==> src/rtl/i2c_write_scheduler.sv <==
// Shares one I2C write engine between two requesters: round-robin accept, issue,
// wait for completion with NACK/timeout retries, then a fixed idle gap.
module i2c_write_scheduler #(
    parameter int RETRY_MAX    = 3,
    parameter int GAP_CLKS     = 270,
    parameter int TIMEOUT_CLKS = 1000000
) (
    input  logic       clk,
    input  logic       reset,
    input  logic       r0_valid,
    input  logic [7:0] r0_reg,
    input  logic [7:0] r0_data,
    output logic       r0_ready,
    output logic       r0_done,
    output logic       r0_err,
    input  logic       r1_valid,
    input  logic [7:0] r1_reg,
    input  logic [7:0] r1_data,
    output logic       r1_ready,
    output logic       r1_done,
    output logic       r1_err,
    output logic       eng_valid,
    output logic [7:0] eng_reg,
    output logic [7:0] eng_data,
    input  logic       eng_ready,
    input  logic       eng_done,
    input  logic       eng_nack,
    output logic       busy,
    output logic       grant
);

    typedef enum logic [1:0] {IDLE, ISSUE, WAIT, GAP} state_t;

    localparam logic [3:0]  RETRY_LIM = 4'(RETRY_MAX);
    localparam logic [15:0] GAP_LOAD  = 16'(GAP_CLKS - 1);
    localparam logic [19:0] TMO_LOAD  = 20'(TIMEOUT_CLKS - 1);

    state_t      r_state, w_nextState;
    logic        r_prio, w_nextPrio;
    logic        r_grant, w_nextGrant;
    logic        r_retryPend, w_nextRetryPend;
    logic [3:0]  r_retry, w_nextRetry;
    logic [19:0] r_tmo, w_nextTmo;
    logic [15:0] r_gap, w_nextGap;
    logic [7:0]  r_reg, w_nextReg;
    logic [7:0]  r_data, w_nextData;
    logic [1:0]  r_ready, w_nextReady;
    logic [1:0]  r_done, w_nextDone;
    logic [1:0]  r_err, w_nextErr;
    logic        w_pick;
    logic        w_fail;

    // Contention goes to the favoured requester; otherwise whoever is asking.
    assign w_pick = (r0_valid && r1_valid) ? r_prio : r1_valid;
    assign w_fail = (eng_done && eng_nack) || (r_tmo == 20'd0);

    always_ff @(posedge clk or posedge reset) begin
        if (reset) begin
            r_state <= IDLE;
        end else begin
            r_state <= w_nextState;
        end
    end

    always_ff @(posedge clk or posedge reset) begin
        if (reset) begin
            r_prio      <= 1'b0;
            r_grant     <= 1'b0;
            r_retryPend <= 1'b0;
            r_retry     <= 4'd0;
            r_tmo       <= 20'd0;
            r_gap       <= 16'd0;
            r_reg       <= 8'h00;
            r_data      <= 8'h00;
            r_ready     <= 2'b00;
            r_done      <= 2'b00;
            r_err       <= 2'b00;
        end else begin
            r_prio      <= w_nextPrio;
            r_grant     <= w_nextGrant;
            r_retryPend <= w_nextRetryPend;
            r_retry     <= w_nextRetry;
            r_tmo       <= w_nextTmo;
            r_gap       <= w_nextGap;
            r_reg       <= w_nextReg;
            r_data      <= w_nextData;
            r_ready     <= w_nextReady;
            r_done      <= w_nextDone;
            r_err       <= w_nextErr;
        end
    end

    always_comb begin
        w_nextState     = r_state;
        w_nextPrio      = r_prio;
        w_nextGrant     = r_grant;
        w_nextRetryPend = r_retryPend;
        w_nextRetry     = r_retry;
        w_nextTmo       = (r_tmo != 20'd0) ? r_tmo - 20'd1 : r_tmo;
        w_nextGap       = (r_gap != 16'd0) ? r_gap - 16'd1 : r_gap;
        w_nextReg       = r_reg;
        w_nextData      = r_data;
        w_nextReady     = 2'b00;
        w_nextDone      = 2'b00;
        w_nextErr       = 2'b00;

        unique case (r_state)
            IDLE: begin
                if (r0_valid || r1_valid) begin
                    w_nextGrant         = w_pick;
                    w_nextReg           = w_pick ? r1_reg : r0_reg;
                    w_nextData          = w_pick ? r1_data : r0_data;
                    w_nextReady[w_pick] = 1'b1;
                    w_nextRetry         = 4'd0;
                    w_nextRetryPend     = 1'b0;
                    w_nextState         = ISSUE;
                end
            end
            ISSUE: begin
                if (eng_ready) begin
                    w_nextTmo   = TMO_LOAD;
                    w_nextState = WAIT;
                end
            end
            WAIT: begin
                // A done landing on the timeout cycle still counts as success.
                if (eng_done && !eng_nack) begin
                    w_nextDone[r_grant] = 1'b1;
                    w_nextPrio          = ~r_grant;
                    w_nextRetryPend     = 1'b0;
                    w_nextGap           = GAP_LOAD;
                    w_nextState         = GAP;
                end else if (w_fail) begin
                    if (r_retry < RETRY_LIM) begin
                        w_nextRetry     = r_retry + 4'd1;
                        w_nextRetryPend = 1'b1;
                    end else begin
                        w_nextErr[r_grant] = 1'b1;
                        w_nextPrio         = ~r_grant;
                        w_nextRetryPend    = 1'b0;
                    end
                    w_nextGap   = GAP_LOAD;
                    w_nextState = GAP;
                end
            end
            GAP: begin
                if (r_gap == 16'd0) begin
                    w_nextState = r_retryPend ? ISSUE : IDLE;
                end
            end
            default: w_nextState = IDLE;
        endcase
    end

    assign r0_ready  = r_ready[0];
    assign r1_ready  = r_ready[1];
    assign r0_done   = r_done[0];
    assign r1_done   = r_done[1];
    assign r0_err    = r_err[0];
    assign r1_err    = r_err[1];
    assign eng_valid = (r_state == ISSUE);
    assign eng_reg   = r_reg;
    assign eng_data  = r_data;
    assign busy      = (r_state != IDLE);
    assign grant     = r_grant;

endmodule

==> config.mk <==
export PLATFORM = sky130hd
export DESIGN_NAME = i2c_write_scheduler
export DESIGN_NICKNAME = d
export VERILOG_FILES = /design/src/rtl/i2c_write_scheduler.sv
export SDC_FILE = /design/constraint.sdc
export NUM_CORES = 1
export LEC_CHECK = 0
export ABC_AREA = 1
export CAP_MARGIN = 30
export CORE_UTILIZATION = 31
export DETAILED_ROUTE_END_ITERATION = 6
export GPL_TIMING_DRIVEN = 0
export SLEW_MARGIN = 10
export SYNTH_ARGS = -nofsm -noshare
export SYNTH_HDL_FRONTEND = slang
export SYNTH_SLANG_ARGS = --single-unit
==> constraint.sdc <==
create_clock -name clk -period 5.5 [get_ports clk]
set_input_delay 1.1 -clock clk [delete_from_list [all_inputs] [get_ports clk]]
set_output_delay 1.1 -clock clk [all_outputs]
set_load 0.01 [all_outputs]
-- Yosys cells after proc, flatten, opt, wreduce, memory -nomap -nowiden
Index checks and enable logic that the tools add are counted.
- latch bits: 0
- register bits after elaboration: 67
- output and inout bits: 25
- RAM bits: 0
- bits of input ports: 39
- memories: 0
- memory bits (read-only): 0
- word-level logic and storage cells: 95
- muxes and demuxes: 42
- bitwise gates (word level): 1
- $lt $le $gt $ge: 5
- multipliers: 0
- $add $sub $neg: 3
- reduce and logical (&&, ||, !) cells: 21
- shift operators: 0
- eq/ne operators: 11
- div/mod/pow operators: 0
- operators with widths (cell ; count):
    16-bit two-way mux ; 4
    20-bit two-way mux ; 3
    2-bit two-way mux ; 13
    20-bit zero test ; 1
    20-bit nonzero test ; 1
    20-bit by 1-bit subtractor with 20-bit output, second input constant ; 1
    16-bit zero test ; 1
    4-bit two-way mux ; 4
    8-bit two-way mux ; 2
    16-bit nonzero test ; 1
    16-bit by 1-bit subtractor with 16-bit output, second input constant ; 1
    2-bit inequality test, second input constant ; 6
    1-bit two-way mux ; 11
    2-bit case mux with 4 select lines ; 1
    4-bit case mux with 2 select lines ; 1
    3-bit AND reduction ; 2
    2-bit nonzero test ; 3
    1-bit logical AND ; 5
    5-bit AND reduction ; 1
    4-bit by 1-bit adder with 4-bit output, second input constant ; 1
    2-bit == test, second input constant ; 2
    1-bit by 2-bit < comparator with 1-bit output, second input constant ; 2
    4-bit by 2-bit < comparator with 1-bit output, second input constant ; 1
    4-bit AND reduction ; 1
    other kinds (11) ; 14

-- Longest topological paths before layout
Gate-level depths: netlist (run 1).
- depth after elaboration: 8
- mapped depth: 11
- gate-level depth less buffers: 11

-- Least setup slack after synthesis (run 1)
OpenSTA, ideal clock, no wires.
- path type: input to register
- start: input port eng_done
- end: register r_retry[3]
- arrival time: 1.871 ns
- stages: 10
- setup slack: 3.515 ns
- required time: 5.386 ns
- buffers on the path: 0
- setup time: 0.114 ns
- path through: inv_1 -> nor2_1 -> inv_1 -> nand2_1 -> nor2_1 -> nand2_1 -> nand2_2 -> nand2_2 -> inv_1 -> nor2_1
- longest elaborated chain between the ends: 4
- elaborated cells on any way between the ends: 6
- those cells by class: 2 x eq/ne; 4 x reduce/logical
- RTL lines (what ; line ; RTL):
    from (decl) ; 26 ; input logic eng_done,
    1-bit logical AND ; 55 ; assign w_fail = (eng_done && eng_nack) || (r_tmo == 20'd0);
    1-bit logical OR ; 55 ;
    2-bit inequality test (no line) ; -- ;
    5-bit AND reduction (no line) (*) ; -- ;
    to (signal assigned) ; 82 ; r_retry <= w_nextRetry;
    to (decl) ; 42 ; logic [3:0] r_retry, w_nextRetry;
Mark *: on every way between the ends. The rest lies on a longest branch, timed or not.
A chain may end at the register's enable or synchronous reset.

-- Worst setup path in the final report (run 1)
- start: register r_state[0]
- end: output port busy
- longest elaborated chain between the ends: 1
- RTL lines (what ; line ; RTL):
    from (decl) ; 38 ; state_t r_state, w_nextState;
    from (signal assigned) ; 61 ; r_state <= w_nextState;
    2-bit nonzero test ; 164 ; assign busy = (r_state != IDLE);
    to (decl) ; 28 ; output logic busy,
Every way passes these cells.

==> run summary, run 1 <==
The flow ran to the end, and the final reports show no timing, DRC or antenna violations. The worst setup path is launched from a flop. The congestion estimate from routability-driven global placement came to 0.879. The sequential element share of the synthesized area came out at 0.454. The number of flip-flops under the largest register name came out at 20. The critical path starts at r_state[0]. The clock arrives with 7.94 ps of skew. Before antenna repair, the detailed router went through 4 iterations. The critical path contains buffers and inverters numbering 3 combined. Of all cell types, the one taking the most synthesized area is dfrtp_1. The height of the die came out at 111 µm.

The critical setup path kind is flop to primary output. For this configuration, the core starts out at a cell density of 0.321. The maximum net fanout on the critical path is 6.

Adding up every negative setup slack in the final design gives 0 ps. The actual transition at the worst max-transition pin is around 370 ps. The cell that appears most often on the critical path is inv_1.

The upper clock frequency limit came out at approximately 340 MHz. The wire length per cell is approximately 12 µm. The largest registers in the layout are r_tmo: 20 flops, r_gap: 16 flops. The repair_antennas step left the layout with diodes totalling 0. The average size of a mapped cell came out at 7.85 µm². Dividing total power by cell area gives a power density of 470 nW/µm². Traced cell by cell, the critical path runs through inv_1, ha_1, inv_1, clkdlybuf4s50_1. The slowest stage of the critical path belongs to the cell clkdlybuf4s50_1.

Yosys attributes the largest share of cell area to dfrtp_1, nand2_1, nor2_1, o21ai_0, inv_1. The total vias in the final route is 3219. The overall die area came out at 12400 µm².

The global route total overflow came out at 0. Of all flip-flops after synthesis, the portion carrying an async set or reset was 1.00. The commonest cells after synthesis are nand2_1, nor2_1, dfrtp_1.

The number of nets in the synthesized netlist is 519. The cell area after layout is 4840 µm². The count of port buffers added during placement came out at 63. The startpoint identified for the worst register-to-register timing path is r_state[0]. The number of fill cells came out at 1167. During synthesis, Yosys emitted a total of 0 warnings. The worst pin sits at a relative slew slack of 0.754. The first-pass GRT wire length came out at 14800 µm. The maximum level of the CTS H-tree is 3. The required time of the critical path is 4400 ps.

By instance count, the leading cell after synthesis is nand2_1. The number of antenna violations at the first check in global routing came out at 0. TritonCTS built the clock tree. The number of setup violations in the final report came out at 0. The most critical setup path has its endpoint at busy. The area added between synthesis and finish came out at 31.0%. The clock latency of the later-clocked register in the worst-skew pair came out at 330 ps. The global-route usage over all layers came out at 0.150. The post-cts hold buffer count is 0. The largest net degree at the start of global routing came out at 51. The count of cell types in the netlist came out at 34.

The critical path crosses 4 cells after its start point. In this run the worst hold path is classified as flop to flop. The clock transition at the registers of the reported paths is 60 ps. The count of maximum capacitance violations is 0.

The logic depth of the worst register-to-register path came out at 5. The final HPWL from detailed placement is 6510 µm. The number of enable flip-flop cells after synthesis came out at 0. The worst register-to-register path ends at r_tmo[0].

The share of post-route cells with drive strength above 1 is 0.102. In the synthesized netlist, the number of instances is 471. The worst setup path is captured at a primary output.

The per-cell via count in the routed design came out at 4.64. The largest single stage delay on the critical path is between 500 and 600 ps. The top-level port count is 64.

The data arrival time at the worst-slack endpoint is 1860 ps. The area of the core came out at about 12000 µm². For this run, design rule violations remaining after detail routing come to 0. The buffer levels on the longest clock path came out at 2. The clock period minus worst slack is 2960 ps. The number of buffers created by CTS came out at 9. The number of pins with negative max-slew slack in the final report is 0.

The count of nets after finishing is about 590. The number of global-route vias before repair is approximately 3300. Once detail routing completed, the nets flagged for antenna violations numbered 0.

Clock tree synthesis selected as its root buffer the cell clkbuf_16. The highest ir drop seen on vdd is 198 µV. The flop-to-flop setup slack came out at around 3700 ps. The synthesized netlist occupies a cell area of 3700 µm². The total number of placement rows is 39. The flip-flop and latch count after synthesis is 67.

Summed over all cells, the static leakage comes to 2.20 nW. Setup repair after global routing left no endpoint under its margin. Once placement finished, the instance area stood at 4540 µm². The clock drives 67 sinks.

r_tmo holds more flip-flops than any other register. The number of instances resized during post-cts repair is 0. The share of the clock period used by the worst path after layout is 0.538. The count of buffers added by post-CTS timing repair for setup came out at 0. Broken down by cell family, the worst path's largest delay share belongs to buffers and inverters.

In this run, the number of DRC markers left after iteration 0 of detailed routing was 127. The final number of hold-violating endpoints came out at 0. The final routed wirelength across all metal layers came out at between 8000 and 9000 µm. The predominant post-synthesis flop cell is dfrtp_1. From left edge to right edge, the die measures about 110 µm. The share of the synthesized area in the top cell type is 0.454.
==> per-layer routing <==
layer,vias to the layer above,wire (µm),GRT usage
met3,11,591,0.0470
met4,0,128,0.0622
met5,-,0,0
li1,1653,-,-
met1,1468,3880,0.180
met2,87,3920,0.249
==> per-stage QoR <==
step / power (W) / setup slack [ps] / utilization / hold slack, ps / instances
final: 0.00228 / 2540 / 0.421 / 483 / 694
after global placement: 0.00167 / 1500 / 0.391 / 463 / 677
after global routing: 0.00246 / 2460 / 0.421 / 509 / 694
after detailed placement: 0.00170 / 2760 / 0.394 / 477 / 678
after CTS: 0.00230 / 2520 / 0.421 / 489 / 694
after floorplan: 0.00136 / 2720 / - / 442 / 471
==> tightest hold or removal path: stages, from the launching register on <==
cell and delay (ps):
dfrtp_1 340, nand2_1 60, nand2_1 50
==> worst min path at each step <==
stage / from / to / cells past startpoint
CTS: r_retry[1] / r_retry[1] / 2
global route: eng_reg[1] / eng_reg[1] / 2
detailed placement: eng_reg[2] / eng_reg[2] / 2
global placement: r_retry[1] / r_retry[1] / 2
floorplan: r_retryPend / r_retryPend / 2
finish: r_retry[1] / r_retry[1] / 2
==> kinds of logic after synthesis <==
kind of cell / count (synthesis) / share of synthesized area
buf+inv: 53 / 0.0592
compound gates: 64 / 0.0958
fa+ha+maj: 9 / 0.0305
xor+xnor: 17 / 0.0403
simple gates: 261 / 0.321
flops: 67 / 0.454
==> cell usage in the layout, fill, tap and decap left out, drive strengths merged, types with 3 or more instances in the layout <==
cell type / n
dfrtp: 67
nor2: 97
o211ai: 3
inv: 44
ha: 9
nand2: 118
buf: 7
nand3: 22
xnor2: 7
o21ai: 48
a21oi: 9
xor2: 10
clkbuf: 16
clkdlybuf4s50: 63
nand4: 5
nor3: 15
==> power by group <==
| part | total [W] | switching, W | internal, W | leakage (nW) |
|---|---|---|---|---|
| logic | 0.000912 | 0.000523 | 0.000390 | 1.22 |
| registers | 0.000778 | 0.000127 | 0.000651 | 0.827 |
| clock network | 0.000587 | 0.000199 | 0.000388 | 0.150 |
==> cell type report <==
cell class	instances	area [µm²]	area share
flip-flops and latches	67	1680	0.346
well taps	143	179	0.0369
multi-input cells	351	1800	0.372
repair buffers	64	658	0.136
clock buffers	15	278	0.0573
inverters	46	175	0.0362
clock inverters	1	30.0	0.00620
plain buffers	7	46.3	0.00956
(Power assumes the default switching activity.)
==> run 2, diff against run 1 <==
==> constraint.sdc (replaced) <==
create_clock -name clk -period 3 [get_ports clk]
set_input_delay 0.6 -clock clk [delete_from_list [all_inputs] [get_ports clk]]
set_output_delay 0.6 -clock clk [all_outputs]
set_load 0.01 [all_outputs]
==> results of run 2 <==
The final DEF is identical to that of run 1. Status: finished, final reports clean.
Main changes from that run: setup slack after placement 2760 ps -> 759 ps; setup slack after layout 2540 ps -> 542 ps; register-to-register setup slack 3690 ps -> 1190 ps; total power 0.00228 W -> 0.00417 W; worst IR drop on VDD 198 µV -> 363 µV
==> run 3, diff against run 2 <==
==> constraint.sdc (replaced) <==
create_clock -name clk -period 2 [get_ports clk]
set_input_delay 0.4 -clock clk [delete_from_list [all_inputs] [get_ports clk]]
set_output_delay 0.4 -clock clk [all_outputs]
set_load 0.01 [all_outputs]
==> run 3 against run 2 <==
Clock-buffer cell count shrank 4. Non-clock buffer count grew 1. Flip-flop and latch count is the same. Power grew 57%. Worst hold slack gained 0.82 ps. Critical path depth shrank 1. Die area is the same. Sequential power grew 50%. Register-to-register slack lost 960 ps. Critical path type unchanged. Largest power group unchanged. Highest routed layer unchanged.
==> run summary, run 3 (synthesis gave the netlist of run 1 again) <==
The DRC violation total after the first TritonRoute iteration is 132 (was 127). The share of the core filled with cells came to 0.426 (was 0.421). The die span in x came out at 111 µm (unchanged).

The number of design rule violations left after detail routing is 0 (unchanged). The highest ir drop seen on vdd is 566 µV (was 363 µV). The count of clock tree sinks came out at 67 (unchanged). The total vias in the final route came out at 3204 (was 3219). The worst-case headroom to the max-slew limit is 0.517 (was 0.754). The class of the worst hold path was flop to flop (unchanged). The required time of the critical path came out at 1600 ps (was 2400 ps). The maximum net fanout on the critical path came to 5 (was 6).

The count of port buffers added during placement is 63 (unchanged). The standard cell with the maximum stage delay on the critical path is clkdlybuf4s50_1 (unchanged). The number of global-route vias before repair is 3356 (was 3261). The number of setup violations in the final report came out at 0 (unchanged). The detailed-router iteration count before antenna repair came out at 5 (was 4). The global route total overflow is 0 (unchanged). The total leakage power is 2.22 nW (was 2.20 nW). The per-cell via count in the routed design is 4.61 (was 4.64).

The clock latency of the later-clocked register in the worst-skew pair came out at 330 ps (about the same). Commonest cells after routing, fill and taps aside: nand2_1, nor2_1, dfrtp_1 (unchanged). The data arrival time at the worst-slack endpoint came out at 1550 ps (was 1860 ps).

The destination of the worst register-to-register timing path is r_tmo[0] (unchanged). The maximum level of the CTS H-tree came out at 3 (unchanged). The end point of the most critical hold path is eng_reg[7] (was r_retry[1]).

The worst hold path depth is 2 (unchanged). The routability-driven placement congestion ratio is 0.845 (was 0.879). The number of nets with antenna violations after routing came out at 0 (unchanged).

The first-pass GRT wire length is 15000 µm (was 14800 µm). The upper clock frequency limit is 513 MHz. The final HPWL from detailed placement is 6430 µm (was 6510 µm). The total number of placement rows came out at 39 (unchanged). Worst-path cell chain: inv_2, ha_4, clkdlybuf4s50_1 (was inv_1, ha_1, inv_1, clkdlybuf4s50_1).

The number of antenna violations at the first check in global routing came out at 0 (unchanged). The cell family with the largest share of critical-path delay is buffers and inverters (unchanged). The number of buffer and inverter instances along the worst setup path is 2 (was 3). The count of maximum capacitance violations came out at 0 (unchanged).

The register bank with the most flops is r_tmo (unchanged). The clock transition at the registers of the reported paths came out at 50 ps (was 60 ps). The share of post-route cells with drive strength above 1 is 0.114 (was 0.102).

The logic depth of the worst register-to-register path came out at 6 (was 5). The number of buffers created by CTS is 9 (unchanged). The total inserted antenna cells came out at 0 (unchanged). The final number of hold-violating endpoints is 0 (unchanged). Dividing the final minimum period by the clock period gives 0.975. The height of the die was 111 µm (unchanged). The flop-to-flop setup slack is 230 ps (was 1190 ps). The category of the worst setup path launch point is a flop (unchanged). The critical path launch point is r_state[1] (was r_state[0]). The CTS tree is built (unchanged).

The type of element capturing the critical path is a primary output (unchanged). The actual transition at the worst max-transition pin is 724 ps (was 365 ps). The clock tree skew after final layout is 7.01 ps (was 7.94 ps). The final routed wirelength across all metal layers came out at 8490 µm (was 8520 µm). The launching point of the worst reg2reg path is r_state[0] (unchanged).

The critical setup path kind is flop to primary output (unchanged). The count of non-filler cells in the finished layout came out at 695 (was 694). The peak per-stage delay on the critical path is 530 ps (was 570 ps). The overall die area came out at 12400 µm² (unchanged). The buffer levels on the longest clock path is 2 (unchanged). The number of flip-flops under the largest register name is 20 (unchanged).

Status: finished, final reports clean (unchanged). The post-cts hold buffer count is 0 (unchanged). The top-level port count is 64 (unchanged). The clock period minus worst slack is 1950 ps.

The most common cell after layout, fill and taps aside is nand2_1 (unchanged). The cell at the root of the clock tree is clkbuf_16 (unchanged). The final worst hold slack came out at 484 ps (was 483 ps). The global-route usage over all layers came to 0.149 (was 0.150). Unrepaired setup endpoints after global routing: false (unchanged). The ratio of total power to cell area came to 1340 nW/µm² (was 862 nW/µm²). The count of nets after finishing came out at 595 (was 594). The area added between synthesis and finish came out at 32.8% (was 31.0%). The largest net degree at the start of global routing is 36 (was 51).

The wire length per cell came out at 12.2 µm (was 12.3 µm). The number of pins with negative max-slew slack in the final report came out at 0 (unchanged). Registers with the highest flip-flop counts: r_tmo: 20 flops, r_gap: 16 flops (unchanged). The cell count after placement was 678 (unchanged). The starting density of the core was 0.321 (unchanged).

The launch instance of the worst min-delay path is eng_reg[7] (was r_retry[1]). The area of the core came out at 11500 µm² (unchanged).
[run 3: cell count changes in the layout (fill, tap and decap cells not counted), sizes merged]
cell           previous run  this run
buf                       7         8
bufinv                    1         3
clkbuf                   16        12
clkdlybuf4s50            63        62
clkinv                    2         3
clkinvlp                  0         1
dlygate4sd2               0         1
[run 3: area by class of cell]
type	count	area, µm²
fill	1134	6610
multi-input combinational	351	1810
sequential	67	1680
timing repair buffer	65	657
clock buffer	11	253
tap	143	179
inverter	46	176
clock inverter	5	108
buffer	7	46.3
[run 3: worst max path at each step]
stage                      end  slack [ps]  cells past startpoint
floorplan           r_state[0]         460                      9
global placement     r_gap[10]         -10                      2
detailed placement    r_tmo[0]         -30                      5
CTS                  eng_valid         0.6                      3
global route         eng_valid           4                      3
finish               eng_valid          50                      3
[run 3: repair_timing]
| item | CTS | global route |
|---|---|---|
| resized for setup | 4 | 1 |
| buffers inserted | 1 | 0 |
| setup endpoints to repair | 2 | 2 |
[run 3: power breakdown]
part | total, W | internal [W] | switching (W)
sequential | 0.00214 | 0.00179 | 0.000351
clock | 0.00188 | 0.00129 | 0.000589
combinational | 0.00255 | 0.00109 | 0.00147
[run 3: routing by layer]
metal / part of all wire / vias to the layer above / global-route usage
li1: - / 1655 / -
met3: 0.058 / 11 / 0.0366
met1: 0.46 / 1450 / 0.182
met4: 0.014 / 0 / 0.0712
met5: 0 / - / 0
met2: 0.46 / 88 / 0.247
[run 3: through the flow]
step	instance area, µm²	worst slack [ps]	setup TNS (ps)	power [W]
4_1_cts	4910	0.581	0	0.00664
5_1_grt	4910	4.31	0	0.00707
3_5_place_dp	4530	-31.0	-31.9	0.00466
6_report	4910	50.4	0	0.00657
3_3_place_gp	4510	-11.8	-561	0.00461
2_1_floorplan	3700	464	0	0.00373
[run 3: worst register-to-register path, delay by kind of cell (launching register included)]
family / cells / cell delay (ps)
buffers and inverters: 2 / 510
flip-flops: 1 / 390
AO/OA/AOI/OAI: 2 / 320
AND/OR/NAND/NOR: 1 / 250
adder cells (fa/ha/maj): 1 / 180
